[config.mk]
export PLATFORM = sky130hd
export DESIGN_NAME = i2lbs_database_arbiter
export DESIGN_NICKNAME = d
export VERILOG_FILES = /design/src/rtl/i2lbs_pkg.sv /design/src/rtl/i2lbs_rr_picker.sv /design/src/rtl/i2lbs_database_arbiter.sv
export SDC_FILE = /design/constraint.sdc
export NUM_CORES = 1
export LEC_CHECK = 0
export CAP_MARGIN = 20
export CORE_MARGIN = 4
export CORE_UTILIZATION = 55
export DETAILED_ROUTE_END_ITERATION = 8
export DONT_BUFFER_PORTS = 1
export PLACE_DENSITY = 0.75
export SLEW_MARGIN = 40
export SYNTH_ARGS = -nofsm -noshare
export SYNTH_HDL_FRONTEND = slang
export SYNTH_HIERARCHICAL = 1
export SYNTH_SLANG_ARGS = --single-unit
[constraint.sdc]
create_clock -name clk_fpga -period 1.88 [get_ports clk_fpga]
set_clock_uncertainty 0.05 [all_clocks]
set_input_delay 0.376 -clock clk_fpga [delete_from_list [all_inputs] [get_ports clk_fpga]]
set_output_delay 0.376 -clock clk_fpga [all_outputs]
set_load 0.005 [all_outputs]
[src/rtl/i2lbs_pkg.sv]
// Shared definitions for the I2LBS database arbiter: FSM state encoding,
// database handshake widths and a small timeout helper.
package i2lbs_pkg;

  // State encodings, kept as named constants so other blocks can decode them.
  localparam int         STATE_W        = 2;
  localparam logic [1:0] ST_ENC_IDLE    = 2'd0;
  localparam logic [1:0] ST_ENC_START   = 2'd1;
  localparam logic [1:0] ST_ENC_STREAM  = 2'd2;
  localparam logic [1:0] ST_ENC_RELEASE = 2'd3;

  typedef enum logic [STATE_W-1:0] {
    ST_IDLE    = ST_ENC_IDLE,
    ST_START   = ST_ENC_START,
    ST_STREAM  = ST_ENC_STREAM,
    ST_RELEASE = ST_ENC_RELEASE
  } db_state_e;

  // Database reader handshake: single-bit strobes, 16-bit stream cycle counter.
  localparam int DB_STROBE_W = 1;
  localparam int DB_CNT_W    = 16;

  // True on the last allowed STREAM cycle of a grant.
  function automatic logic count_expired(input logic [DB_CNT_W-1:0] cnt,
                                         input int unsigned         limit);
    return cnt == DB_CNT_W'(limit - 1);
  endfunction

endpackage

[src/rtl/i2lbs_rr_picker.sv]
// Combinational round-robin picker: searches the request vector starting
// one position after the last granted index, wrapping modulo N.
module i2lbs_rr_picker #(
  parameter int N     = 4,
  parameter int IDX_W = 2
) (
  input  logic [N-1:0]     i_request,
  input  logic [IDX_W-1:0] i_last,
  output logic [N-1:0]     o_onehot,
  output logic [IDX_W-1:0] o_index,
  output logic             o_any
);

  logic [IDX_W-1:0] cand_idx [N];
  logic [N-1:0]     cand_hit;

  // Candidate gi is the requester at (last + 1 + gi) mod N; the sum needs one
  // extra bit so a single conditional subtract implements the wrap.
  for (genvar gi = 0; gi < N; gi++) begin : g_cand
    logic [IDX_W:0] sum;
    assign sum          = {1'b0, i_last} + (IDX_W+1)'(gi + 1);
    assign cand_idx[gi] = (sum >= (IDX_W+1)'(N)) ? IDX_W'(sum - (IDX_W+1)'(N))
                                                 : IDX_W'(sum);
    assign cand_hit[gi] = i_request[cand_idx[gi]];
  end

  // Priority over candidates: scan from the far end so the nearest hit wins.
  always_comb begin
    o_index = '0;
    for (int k = N - 1; k >= 0; k--) begin
      if (cand_hit[k]) begin
        o_index = cand_idx[k];
      end
    end
    o_any    = |i_request;
    o_onehot = o_any ? (N'(1) << o_index) : '0;
  end

endmodule

[src/rtl/i2lbs_database_arbiter.sv]
// Arbiter granting one shared classifier database stream to one of several
// I2LBS instances at a time, with round-robin fairness, abort on request
// drop and a per-grant timeout.
module i2lbs_database_arbiter
  import i2lbs_pkg::*;
#(
  parameter int NUM_REQUESTER     = 4,
  parameter int TIMEOUT_CYCLES    = 4095,
  parameter int GRANT_INDEX_WIDTH = 2
) (
  input  logic                         clk_fpga,
  input  logic                         reset_fpga,
  input  logic [NUM_REQUESTER-1:0]     i_request,
  input  logic [DB_STROBE_W-1:0]       i_db_end,
  output logic [NUM_REQUESTER-1:0]     o_grant,
  output logic [GRANT_INDEX_WIDTH-1:0] o_grant_index,
  output logic [DB_STROBE_W-1:0]       o_db_start,
  output logic                         o_db_busy,
  output logic                         o_abort,
  output logic                         o_timeout
);

  db_state_e                    state_q, state_d;
  logic [NUM_REQUESTER-1:0]     grant_q, grant_d;
  logic [GRANT_INDEX_WIDTH-1:0] index_q, index_d;
  logic [GRANT_INDEX_WIDTH-1:0] last_q, last_d;
  logic [DB_CNT_W-1:0]          count_q, count_d;
  logic                         abort_q, abort_d;
  logic                         timeout_q, timeout_d;

  logic [NUM_REQUESTER-1:0]     pick_onehot;
  logic [GRANT_INDEX_WIDTH-1:0] pick_index;
  logic                         pick_any;

  i2lbs_rr_picker #(
    .N     (NUM_REQUESTER),
    .IDX_W (GRANT_INDEX_WIDTH)
  ) u_picker (
    .i_request (i_request),
    .i_last    (last_q),
    .o_onehot  (pick_onehot),
    .o_index   (pick_index),
    .o_any     (pick_any)
  );

  // Next-state and next-output logic; abort/timeout default to zero so they
  // only pulse on the edge that ends a grant.
  always_comb begin
    state_d   = state_q;
    grant_d   = grant_q;
    index_d   = index_q;
    last_d    = last_q;
    count_d   = count_q;
    abort_d   = 1'b0;
    timeout_d = 1'b0;
    case (state_q)
      ST_IDLE: begin
        grant_d = '0;
        if (pick_any) begin
          grant_d = pick_onehot;
          index_d = pick_index;
          state_d = ST_START;
        end
      end
      ST_START: begin
        // Grant is frozen here; request changes are only looked at in STREAM.
        count_d = '0;
        state_d = ST_STREAM;
      end
      ST_STREAM: begin
        count_d = count_q + DB_CNT_W'(1);
        if (i_db_end[0]) begin
          state_d = ST_RELEASE;
          grant_d = '0;
        end else if ((i_request & grant_q) == '0) begin
          abort_d = 1'b1;
          state_d = ST_RELEASE;
          grant_d = '0;
        end else if (count_expired(count_q, TIMEOUT_CYCLES)) begin
          abort_d   = 1'b1;
          timeout_d = 1'b1;
          state_d   = ST_RELEASE;
          grant_d   = '0;
        end
      end
      ST_RELEASE: begin
        last_d  = index_q;
        state_d = ST_IDLE;
      end
      default: begin
        state_d = ST_IDLE;
        grant_d = '0;
      end
    endcase
  end

  // State and output registers; reset points last_grant at the top requester
  // so requester 0 is first in line.
  always_ff @(posedge clk_fpga) begin
    if (reset_fpga) begin
      state_q   <= ST_IDLE;
      grant_q   <= '0;
      index_q   <= '0;
      last_q    <= GRANT_INDEX_WIDTH'(NUM_REQUESTER - 1);
      count_q   <= '0;
      abort_q   <= 1'b0;
      timeout_q <= 1'b0;
    end else begin
      state_q   <= state_d;
      grant_q   <= grant_d;
      index_q   <= index_d;
      last_q    <= last_d;
      count_q   <= count_d;
      abort_q   <= abort_d;
      timeout_q <= timeout_d;
    end
  end

  assign o_grant       = grant_q;
  assign o_grant_index = index_q;
  assign o_db_start    = DB_STROBE_W'(state_q == ST_START);
  assign o_db_busy     = (state_q == ST_START) || (state_q == ST_STREAM);
  assign o_abort       = abort_q;
  assign o_timeout     = timeout_q;

endmodule

==> results.cfg, run 1 <==
[status]
status = finished clean

[worst_setup_path]
start_kind = flip-flop
max_stage_delay_ps = 410
crit_fanout = 9
crit_chain = inv_1 -> ha_1 -> buf_4
path_class = reg2out
critPathArrivalTime_ps = 1330
slowest_stage = dfxtp_1
cp_num_buf_inv = 2
crit_path_end_kind = output port
crit_required_ps = 1450
crit_family = flip-flops

[synthesis]
syn_nets = 191
synthArstFlopShare_pct = 0
syn_area_um2 = 1570
netlist_instances = 178
yosys_warnings = 6
ys_seq_elements = 28
yosysUniqueCellTypes = 49
synth_top_cell_area_share_pct = 35.6
synth-edff-count = 0
synth_area_leaders = dfxtp_1, ha_1, nand2b_1
ys_seq_area_share_pct = 35.6
synth_ff_type = dfxtp_1
yosys.area.top_type = dfxtp_1
synth_area_per_cell_um2 = 8.84

[sta]
final_max_slew_viol_count = 0
setup_viol = 0
fin_tns_setup_ps = 0
whs_ps = 28.7
rsz0062_at_grt = true
layout_setup_ws_ps = 119
timing.fmax_mhz = 568
fin_crit_sh_pct = 93.6
fin_crit_ps = 1760
max_slew_margin_pct = 70.9
hold_viol_final = 0
worst_slew_pin_slew_ps = 437

[power_and_ir_drop]
p_sw_share_pct = 37.5
p_per_area_nw_per_um2 = 1030
combPwrFrac_pct = 38.9
vdd_drop_max_v = 0.00120
finalPower_mw = 1.72
switchingPower_mw = 0.647
p_clk_share_pct = 17.4
pwr-share-seq_pct = 43.7
p_int_mw = 1.08
p_leak_nw = 0.602

[finish]
seq_area_um2 = 562
nFillCells = 231
antenna_cells = 0
nets = 193
multiInputGateArea_um2 = 963
final_cell_count_no_fill = 210
drive_gt1_share_pct = 12.3
area_growth_pct = 6.52

[die]
core.rowCount = 19
pin_count = 17
initial_core_util_pct = 57.5
die_area_um2 = 3780
die_h_um = 61.5
core_um2 = 2730
die_w_um = 61.5

[flow_run]
drv_cap = 0

[routing]
wl_um = 3240
dr.pass1.iters = 4
via_count = 1280
drc = 0
drt_iter0_drc = 88
post_drt_wl_per_cell_um = 15.4
ant_nets = 0
vias_per_cell = 6.10

[grt]
grt_pass1_wl_um = 5160
grt_usage_pct = 18.3
grt_max_degree = 19
grt_overflow = 0
grt_pass1_vias = 1117
antenna_found_initial = 0

[cts]
ctsRootBufferMaster = clkbuf_4
cts_buffers = 3
postCtsHoldBufs = 0
htree_levels = 1
cts.sinks = 28
clk_pin_slew_worst_paths_ps = 160
cts_tree = done
clock_path_buffers = 2
clk_latency_ps = 330

[place]
dp_hpwl_um = 2350
port_buffers = 0
placedCellCount = 205
pre_cts_ws_ps = 68.4
place_congestion = 0.775

[hold_path]
worst_hold_path_type = in2reg
[per-stage QoR]
stage,cell area [um^2],util (%)
2_1_floorplan,1570,-
3_3_place_gp,1600,58.5
3_5_place_dp,1600,58.5
4_1_cts,1640,59.9
5_1_grt,1680,61.3
6_report,1680,61.3
[cell usage in the layout, fill, tap and decap left out, types with 3 or more instances in the layout]
cell type and count:
nand4_1 5, inv_1 10, nor2_1 15, buf_4 5, a21oi_1 10, nand2b_1 12, nand3_1 6, nand2_1 13
ha_1 5, xnor2_1 6, mux2i_1 5, xor2_1 4, clkbuf_4 3, dfxtp_1 27, nor2b_1 4, nor3_1 5
[routing by layer]
| layer | GRT usage, % | wire length, um |
|---|---|---|
| met1 | 24.8 | 1550 |
| met2 | 29.5 | 1500 |
| met3 | 2.94 | 141 |
| met4 | 6.36 | 42 |
| met5 | 0 | 0 |
[power groups by stage]
stage / combinational [mW] / sequential [mW] / clock [mW]
2_1_floorplan: 0.531 / 0.724 / 0
4_1_cts: 0.624 / 0.749 / 0.295
5_1_grt: 0.735 / 0.769 / 0.336
6_report: 0.671 / 0.753 / 0.300
3_5_place_dp: 0.622 / 0.762 / 0
3_3_place_gp: 0.597 / 0.755 / 0
[final cells by class]
type	instances	share of cell area (%)
clock buffers	4	2.17
well taps	31	2.32
flip-flops and latches	28	33.5
repair buffers	5	2.24
multi-input cells	132	57.5
inverters	10	2.24
[worst register-to-register path, cell delays in order, from the launching register on]
cell	delay, ps
dfxtp_1	410
inv_1	80
ha_1	330
nand3_1	200
nor4_4	290
nand4_1	150
a21oi_1	190
[cells by family (layout without fill, tap and decap cells)]
kind of cell / Yosys count / count (layout) / synth area share, %
xor gates and xnor gates: 10 / 10 / 5.57
and+or+nand+nor: 77 / 77 / 29.1
DFF: 28 / 28 / 35.6
buffers and inverters: 18 / 19 / 5.01
adders and majority gates: 6 / 6 / 4.77
muxes: 5 / 5 / 3.18
AOI/OAI and AO/OA: 34 / 34 / 16.7
[flip-flops by register name, indices dropped and copies added (netlist names)]
signal         flops
count_q           16
state_q            2
last_q             2
o_abort            1
o_grant_index      2
o_grant            4
o_timeout          1
[worst paths after layout]
kind,endpoint,slack (ps),cells past startpoint,start
max,o_db_busy,120,3,state_q[1]
min,state_q[0],30,1,reset_fpga
max reg2reg,count_q[13],120,6,state_q[1]
min reg2reg,o_grant_index[0],470,2,o_grant_index[0]
[cell usage after synthesis (2+ instances only)]
master	count
a211o_1	2
a21o_1	2
a21oi_1	10
a221oi_1	2
a22o_1	2
a31o_2	2
buf_2	3
clkbuf_1	3
dfxtp_1	28
ha_1	6
inv_1	10
mux2i_1	5
nand2_1	13
nand2b_1	12
nand3_1	6
nand3b_1	2
nand4_1	5
nor2_1	15
nor2b_1	4
nor3_1	5
nor4_1	2
o21a_1	2
o21ai_0	2
or3_1	2
xnor2_1	6
xor2_1	4
[repair_timing]
| action | CTS | global route |
|---|---|---|
| resized for setup | 0 | 5 |
| endpoints found under the setup margin | 0 | 10 |
| endpoints found under the hold margin | 0 | 1 |
| buffers inserted | 0 | 1 |
(Power assumes the default switching activity.)
==> inputs of run 2 (changes only) <==
Settings changed: SLEW_MARGIN 40 to default.
==> results of run 2 <==
Same layout as run 1: the final DEF is identical, and so are final timing and power.
